File: config.mk
export PLATFORM = sky130hd
export DESIGN_NAME = mem_bus_arbiter
export DESIGN_NICKNAME = d
export VERILOG_FILES = /design/src/rtl/cpu_pkg.sv /design/src/rtl/mem_wait_counter.sv /design/src/rtl/mem_bus_arbiter.sv
export SDC_FILE = /design/constraint.sdc
export NUM_CORES = 1
export LEC_CHECK = 0
export CORE_MARGIN = 1
export CORE_UTILIZATION = 44
export CTS_CLUSTER_SIZE = 16
export DETAILED_ROUTE_END_ITERATION = 8
export PLACE_DENSITY = 0.86
export SETUP_SLACK_MARGIN = 0.15
export SKIP_LAST_GASP = 1
export SLEW_MARGIN = 20
export SYNTH_ARGS = -nofsm -noshare
export SYNTH_HDL_FRONTEND = slang
export SYNTH_SLANG_ARGS = --single-unit
File: constraint.sdc
create_clock -name clock -period 8.2 [get_ports clock]
set_clock_uncertainty 0.15 [all_clocks]
set_input_delay 0.82 -clock clock [delete_from_list [all_inputs] [get_ports clock]]
set_output_delay 0.82 -clock clock [all_outputs]
set_load 0.01 [all_outputs]
File: src/rtl/cpu_pkg.sv
// cpu_pkg: shared arbiter state encodings and memory direction constants
package cpu_pkg;
  typedef enum logic [1:0] {
    ARB_IDLE   = 2'd0,
    ARB_ACCESS = 2'd1,
    ARB_DONE   = 2'd2
  } arb_state_t;
  localparam logic MEM_RW_READ  = 1'b1;
  localparam logic MEM_RW_WRITE = 1'b0;
endpackage

File: src/rtl/mem_wait_counter.sv
// mem_wait_counter: 4-bit wait-state counter with clear, increment and terminal-count compare
module mem_wait_counter (
  input  logic       clock,
  input  logic       reset,
  input  logic       clear,
  input  logic       en,
  input  logic [3:0] limit,
  output logic       tc
);
  logic [3:0] count;
  // counts access cycles; held at zero while the bus is idle
  always_ff @(posedge clock or posedge reset)
    if (reset) count <= '0;
    else count <= clear ? 4'd0 : en ? count + 4'd1 : count;
  assign tc = count == limit;
endmodule

File: src/rtl/mem_bus_arbiter.sv
// mem_bus_arbiter: round-robin sharing of one wait-stated memory port between cpu and DMA
module mem_bus_arbiter
  import cpu_pkg::*;
#(
  parameter int WAIT_CYCLES = 2,
  parameter int AW = 32,
  parameter int DW = 32
) (
  input  logic          clock,
  input  logic          reset,
  input  logic          req0,
  input  logic          we0,
  input  logic [AW-1:0] addr0,
  input  logic [DW-1:0] wdata0,
  output logic          ack0,
  output logic [DW-1:0] rdata0,
  input  logic          req1,
  input  logic          we1,
  input  logic [AW-1:0] addr1,
  input  logic [DW-1:0] wdata1,
  output logic          ack1,
  output logic [DW-1:0] rdata1,
  output logic [AW-1:0] mem_address,
  output logic [DW-1:0] mem_datao,
  output logic          mem_rw,
  input  logic [DW-1:0] mem_data,
  output logic          busy
);
  arb_state_t state;
  logic owner, rr_ptr, gnt, tc;
  // on conflict the round-robin pointer picks, otherwise the lone requester wins
  always_comb gnt = (req0 & req1) ? rr_ptr : req1;
  mem_wait_counter u_wait (
    .clock(clock),
    .reset(reset),
    .clear(state == ARB_IDLE),
    .en   (state == ARB_ACCESS),
    .limit(4'(WAIT_CYCLES)),
    .tc   (tc)
  );
  // access sequencer: grant in IDLE, hold bus through the wait window, ack in DONE
  always_ff @(posedge clock or posedge reset)
    if (reset) begin
      state       <= ARB_IDLE;
      owner       <= 1'b0;
      rr_ptr      <= 1'b0;
      ack0        <= 1'b0;
      ack1        <= 1'b0;
      rdata0      <= '0;
      rdata1      <= '0;
      mem_address <= '0;
      mem_datao   <= '0;
      mem_rw      <= MEM_RW_READ;
      busy        <= 1'b0;
    end else
      case (state)
        ARB_IDLE:
          if (req0 | req1) begin
            owner       <= gnt;
            mem_address <= gnt ? addr1 : addr0;
            mem_datao   <= gnt ? wdata1 : wdata0;
            mem_rw      <= (gnt ? we1 : we0) ? MEM_RW_WRITE : MEM_RW_READ;
            busy        <= 1'b1;
            state       <= ARB_ACCESS;
          end
        ARB_ACCESS:
          if (tc) begin
            if (mem_rw == MEM_RW_READ && !owner) rdata0 <= mem_data;
            if (mem_rw == MEM_RW_READ && owner) rdata1 <= mem_data;
            ack0        <= ~owner;
            ack1        <= owner;
            rr_ptr      <= ~owner;
            mem_address <= '0;
            mem_datao   <= '0;
            mem_rw      <= MEM_RW_READ;
            state       <= ARB_DONE;
          end
        ARB_DONE: begin
          ack0  <= 1'b0;
          ack1  <= 1'b0;
          busy  <= 1'b0;
          state <= ARB_IDLE;
        end
        default: state <= ARB_IDLE;
      endcase
endmodule

==> results of run 1 <==
## synthesized netlist by cell type, types with 2 or more instances
cell / instances / area (sq um)
a21o_1: 2 / 15.0
a22o_1: 2 / 17.5
a31oi_1: 23 / 144
buf_1: 5 / 18.8
buf_12: 3 / 60.1
buf_2: 10 / 50.1
clkbuf_1: 28 / 105
dfrtp_1: 139 / 3480
ha_1: 2 / 25.0
inv_1: 2 / 7.51
mux2_1: 6 / 67.6
mux2_2: 29 / 327
mux2_4: 30 / 450
mux2i_1: 42 / 420
nand2_1: 52 / 195
nand2b_1: 3 / 18.8
nand3_1: 24 / 120
nor2_1: 26 / 97.6
o2111ai_1: 23 / 201
o21ai_0: 4 / 20.0
o22ai_1: 42 / 263
or2_2: 2 / 12.5
## worst reg2reg max path, delay by kind of cell, from the launching register on
| kind | cells | cell delay [ns] |
|---|---|---|
| DFF | 1 | 0.41 |
| and+or+nand+nor | 3 | 1.71 |
| muxes | 1 | 0.42 |
| buffers and inverters | 2 | 0.51 |
| adders and majority gates | 1 | 0.12 |
## per-layer routing
metal	global-route usage, %	part of all wire, %
met5	0	0
met3	6.20	6.9
met4	15.0	4.7
met1	30.5	38
met2	44.4	50
## area by class of cell
cell class	count	area share, %
Multi-Input combinational cell	320	25.2
Tap cell	180	2.29
Sequential cell	140	35.7
Timing Repair Buffer	303	30.8
Clock inverter	13	1.17
Inverter	4	0.217
Clock buffer	19	4.61
## power by group through the flow
stage	sequential (uW)	combinational (uW)	clock (uW)
floorplan	1360	745	0
global placement	1230	1680	0
detailed placement	1260	1740	0
CTS	1260	1760	743
global route	1300	1870	772
finish	1260	1750	734
## registers in the layout, indices dropped and copies added (netlist names)
name	flops
mem_rw	1
rdata1	32
ack0	1
owner	1
mem_address	32
ack1	1
mem_datao	32
rr_ptr	1
u_wait.count	4
state	2
busy	1
rdata0	32
## cell families after synthesis
family	after synthesis
buffers and inverters	52
AO/OA/AOI/OAI	99
adder cells (fa/ha/maj)	2
flip-flops	140
AND/OR/NAND/NOR	112
multiplexers	107
## per-stage QoR
| step | instance area [sq um] | total power [uW] | util, % | cells | hold slack, ns |
|---|---|---|---|---|---|
| global placement | 9240 | 2920 | 66.8 | 947 | 0.322 |
| detailed placement | 9240 | 3000 | 66.8 | 947 | 0.323 |
| CTS | 9810 | 3760 | 71.0 | 979 | 0.338 |
| floorplan | 6230 | 2100 | - | 512 | 0.349 |
| global route | 9810 | 3940 | 71.0 | 979 | 0.357 |
| finish | 9810 | 3740 | 71.0 | 979 | 0.333 |
## worst max-delay path by stage
stage	startpoint	endpoint	slack, ns	cells past startpoint
after global routing	state[1]	rdata1[30]	4.55	6
final	u_wait.count[0]	rdata1[30]	4.74	7
after floorplan	reset	ack0	3.48	1
after detailed placement	req1	mem_address[4]	4.50	5
after CTS	u_wait.count[0]	rdata1[30]	4.73	7
after global placement	req1	mem_datao[11]	4.67	5
==> results_dict.tcl, run 1 <==
set metrics [dict create \
    syn2layout_area_growth_pct 57.6 \
    vias_per_cell 5.47 \
    syn_nets 680 \
    htree_num_levels 4 \
    cpPeakStageDelay_ns 1.04 \
    holdBufCountCts 0 \
    worstMarginPinSlew_ns 1.12 \
    status "finished clean" \
    path_cells "inv_1 > ha_1 > or3b_4 > or2_4 > clkinv_2 > and3_2 > mux2_1" \
    p_leak_uw 0.00419 \
    swShare_pct 34.7 \
    core_sq_um 13800 \
    clock_latency_ns 0.42 \
    reg2reg_to "rdata1[30]" \
    initial_core_util_pct 45.0 \
    synth.distinct_cells 35 \
    cp_top_family "simple AND/OR/NAND/NOR gates" \
    pre_cts_slack_ns 4.50 \
    antenna_found_initial 0 \
    overflow 0 \
    num_rows 43 \
    port_buffers 297 \
    synthFlopType "dfrtp_1" \
    rrSetupSlack_ns 4.74 \
    layout_commonest_cell "clkdlybuf4s50_1" \
    p_switching_uw 1300 \
    r2r_start "u_wait.count[0]" \
    clk_pin_slew_ns 0.06 \
    nets 954 \
    avgSynthCellArea_sq_um 12.2 \
    whs_path_depth 2 \
    yosys.area_share.simple_pct 7.79 \
    cts_resized 0 \
    crit_type "reg2reg" \
    r2r_cells 7 \
    drive_above_1_share_pct 13.8 \
    final-setup-viol-count 0 \
    post-route-period-util_pct 42.3 \
    worst_path_max_delay_cell "and3_2" \
    pwr-share-seq_pct 33.6 \
    synth-seq-cells 140 \
    vias 5352 \
    ant_nets 0 \
    grt_max_degree 86 \
    synth_xor_area_share_pct 0 \
    crit_fanout 45 \
    post-route-drc-count 0 \
    rsz0062_at_grt "no" \
    clkPwrFrac_pct 19.6 \
    worst-path-buf-inv 2 \
    layout_common_cells "clkdlybuf4s50_1, dfrtp_1, nand2_1" \
    seq_area_frac_synth_pct 56.3 \
    comb_power_share_pct 46.8 \
    cts_buffer_depth 2 \
    post-cts-setup-buffers 0 \
    cts-root-buf "clkbuf_16" \
    synth_edf_count 0 \
    die-area_sq_um 14600 \
    setup_ws_ns 4.74 \
    synth_top_family_by_area "multiplexers" \
    power.density_nw_per_um2 382 \
    internal_power_uw 2440 \
    synth_adder_area_share_pct 0.402 \
    seq_area_sq_um 3500 \
    clock.fmax_mhz 289 \
    clkSinkCount 140 \
    drtPass1Iterations 6 \
    end_kind "register" \
    hold_path_class "reg2reg" \
    muxShareOfSynthArea_pct 20.3 \
    fillCellCount 919 \
    synth_cells 512 \
    grt_first_pass_wirelength_um 29000 \
    yosysWarnings 0 \
    cts_buffers 17 \
    synth.cell_area_sq_um 6230 \
    synth-compound-area-share_pct 10.9 \
    cts_tree "built" \
    worstPathArrival_ns 3.61 \
    pin_count 298 \
    async_flop_share_pct 100 \
    drv_cap 0 \
    min_from "busy" \
    maxSlewViolCount 0 \
    ir_worst_vdd_uv 186 \
    slew_headroom_pct 25.3 \
    multi_input_area_sq_um 2470 \
    n_antenna_cell 0 \
    dpl.hpwl_um 13300 \
    die_width_um 121 \
    fin_crit_ns 3.46 \
    finalHoldViolations 0 \
    required_ns 8.35 \
    cp-start-kind "register" \
    die_y_um 121 \
    grt_pass1_vias 5471 \
    dr.first_iter.drc_count 396 \
    min_to "busy" \
    gp_congestion 0.943 \
    gr-usage-all-layers_pct 26.3 \
    tns_ns 0 \
    wl_um 19300 \
    avgRoutedWirePerCell_um 19.7 \
]
No activity file was read; power rests on OpenSTA's default activity.
==> run 2: changes to the inputs <==
--- a/config.mk
+++ b/config.mk
@@ -6,10 +6,10 @@
 export NUM_CORES = 1
 export LEC_CHECK = 0
 export CORE_MARGIN = 1
-export CORE_UTILIZATION = 44
+export CORE_UTILIZATION = 37
 export CTS_CLUSTER_SIZE = 16
 export DETAILED_ROUTE_END_ITERATION = 8
-export PLACE_DENSITY = 0.86
+export PLACE_DENSITY = 0.77
 export SETUP_SLACK_MARGIN = 0.15
 export SKIP_LAST_GASP = 1
 export SLEW_MARGIN = 20
==> constraint.sdc (replaced) <==
create_clock -name clock -period 3.04 [get_ports clock]
set_clock_uncertainty 0.15 [all_clocks]
set_input_delay 0.304 -clock clock [delete_from_list [all_inputs] [get_ports clock]]
set_output_delay 0.304 -clock clock [all_outputs]
set_load 0.01 [all_outputs]
==> run 2 against run 1 <==
Net effect:
- critical path depth up 1
- clock power grew to 2.9 times the previous value
- die area is 19% higher
- final area rose by 2.6%
- hold slack worse by 0.15 ns
- register-to-register slack got worse by 4.1 ns
- maximum frequency is 44% higher
- sequential share of layout area decreased by 0.89 points
- combinational power increased to 2.8 times the previous value
- global-route usage decreased by 5.5 points
- utilization fell by 10 points
- critical endpoint unchanged
- largest cell class unchanged
==> results_dict.tcl, run 2 (same netlist as run 1, synthesis figures left out) <==
set metrics [dict create \
    wl_um 17300 \
    dpl.cell_count 995 \
    vias 5076 \
    comb_power_share_pct 47.0 \
    post-cts-setup-buffers 0 \
    cts-root-buf "clkbuf_16" \
    pwr-share-seq_pct 32.2 \
    worst-path-buf-inv 3 \
    drtPass1Iterations 6 \
    cpPeakStageDelay_ns 0.41 \
    cts_resized 0 \
    post-route-period-util_pct 79.0 \
    ir_worst_vdd_uv 451 \
    swShare_pct 32.9 \
    worstMarginPinSlew_ns 0.672 \
    crit_type "reg2reg" \
    end_kind "register" \
    finalHoldViolations 0 \
    clkPwrFrac_pct 20.8 \
    drive_above_1_share_pct 14.4 \
    cts_buffer_depth 2 \
    die_width_um 132 \
    num_rows 47 \
    multi_input_area_sq_um 2480 \
    core_sq_um 16500 \
    port_buffers 297 \
    cts_tree "built" \
    htree_num_levels 4 \
    p_leak_uw 0.00428 \
    clock_latency_ns 0.41 \
    crit_fanout 32 \
    antenna_found_initial 0 \
    cp-start-kind "register" \
    drv_cap 0 \
    path_cells "inv_1 > ha_1 > or3b_4 > or2_4 > clkinv_2 > and3_2 > buf_12 > mux2_1" \
    status "finished clean" \
    worst_path_max_delay_cell "dfrtp_1" \
    holdBufCountCts 0 \
    n_antenna_cell 0 \
    pin_count 298 \
    initial_core_util_pct 37.7 \
    stdcell_count 1025 \
    nets 963 \
    die_y_um 132 \
    internal_power_uw 6900 \
    dr.first_iter.drc_count 178 \
    required_ns 3.19 \
    gr-usage-all-layers_pct 20.8 \
    layout_common_cells "clkdlybuf4s50_1, dfrtp_1, nand2_1" \
    slew_headroom_pct 55.1 \
    final-setup-viol-count 0 \
    gp_congestion 0.790 \
    post-route-drc-count 0 \
    vias_per_cell 4.95 \
    avgRoutedWirePerCell_um 16.9 \
    fillCellCount 1328 \
    grt_first_pass_wirelength_um 28000 \
    ant_nets 0 \
    rsz0062_at_grt "no" \
    power.density_nw_per_um2 1020 \
    clk_pin_slew_ns 0.06 \
    die-area_sq_um 17400 \
    seq_area_sq_um 3500 \
    cp_top_family "simple AND/OR/NAND/NOR gates" \
    hold_path_class "in2async" \
    overflow 0 \
    maxSlewViolCount 0 \
    dpl.hpwl_um 12500 \
    tns_ns 0 \
    worstPathArrival_ns 2.55 \
    p_switching_uw 3380 \
    pre_cts_slack_ns 0.624 \
    layout_commonest_cell "clkdlybuf4s50_1" \
    setup_ws_ns 0.638 \
    clkSinkCount 140 \
    grt_pass1_vias 5091 \
    syn2layout_area_growth_pct 61.6 \
    grt_max_degree 54 \
    clock.fmax_mhz 416 \
    fin_crit_ns 2.40 \
    cts_buffers 17 \
]
==> run 2: changes by cell type in the layout (fill, tap and decap cells not counted), sizes merged <==
cell / previous run / this run
buf: 6 / 15
bufinv: 1 / 4
inv: 6 / 3
clkbuf: 19 / 18
clkinv: 6 / 5
clkinvlp: 4 / 3
==> run 2: routing by layer <==
metal	GRT usage (%)	vias up	share of wire (%)
met5	0	-	0
met4	7.24	0	1.4
met3	6.11	17	7.0
met2	33.7	218	48
met1	26.4	2405	43
li1	-	2436	-
==> run 2: final timing paths <==
check / start / end / slack [ns] / depth (start not counted)
max in group asynchronous: reset / mem_datao[28] / 1.86 / 3
setup reg to reg: u_wait.count[0] / rdata1[30] / 0.64 / 8
hold reg to reg: busy / busy / 0.33 / 2
setup / recovery: u_wait.count[0] / rdata1[30] / 0.64 / 8
hold / removal: reset / rdata0[22] / 0.19 / 2
min in group clock: addr0[25] / mem_address[25] / 0.31 / 3
==> run 2: power groups by stage <==
stage               registers (uW)  logic (uW)  clock network (uW)
CTS                           3320        4820                2180
global route                  3430        5180                2270
floorplan                     3660        2010                   0
global placement              3300        4720                   0
detailed placement            3340        4800                   0
finish                        3310        4830                2140
==> run 2: final cells by class <==
cell class / instances / area share (%)
Tap cell: 220 / 2.73
Inverter: 4 / 0.199
Timing Repair Buffer: 312 / 31.6
Clock inverter: 11 / 1.70
Sequential cell: 140 / 34.8
Multi-Input combinational cell: 320 / 24.7
Clock buffer: 18 / 4.26
==> run 2: stage by stage <==
stage                     hold WS [ns]  cell area [sq um]  util, %  total power [uW]
after global routing             0.239              10100     60.9             10900
final                            0.186              10100     60.9             10300
after global placement           0.311               9440     57.1              8020
after detailed placement         0.316               9440     57.1              8140
after CTS                        0.186              10000     60.7             10300
after floorplan                  0.286               6230        -              5670
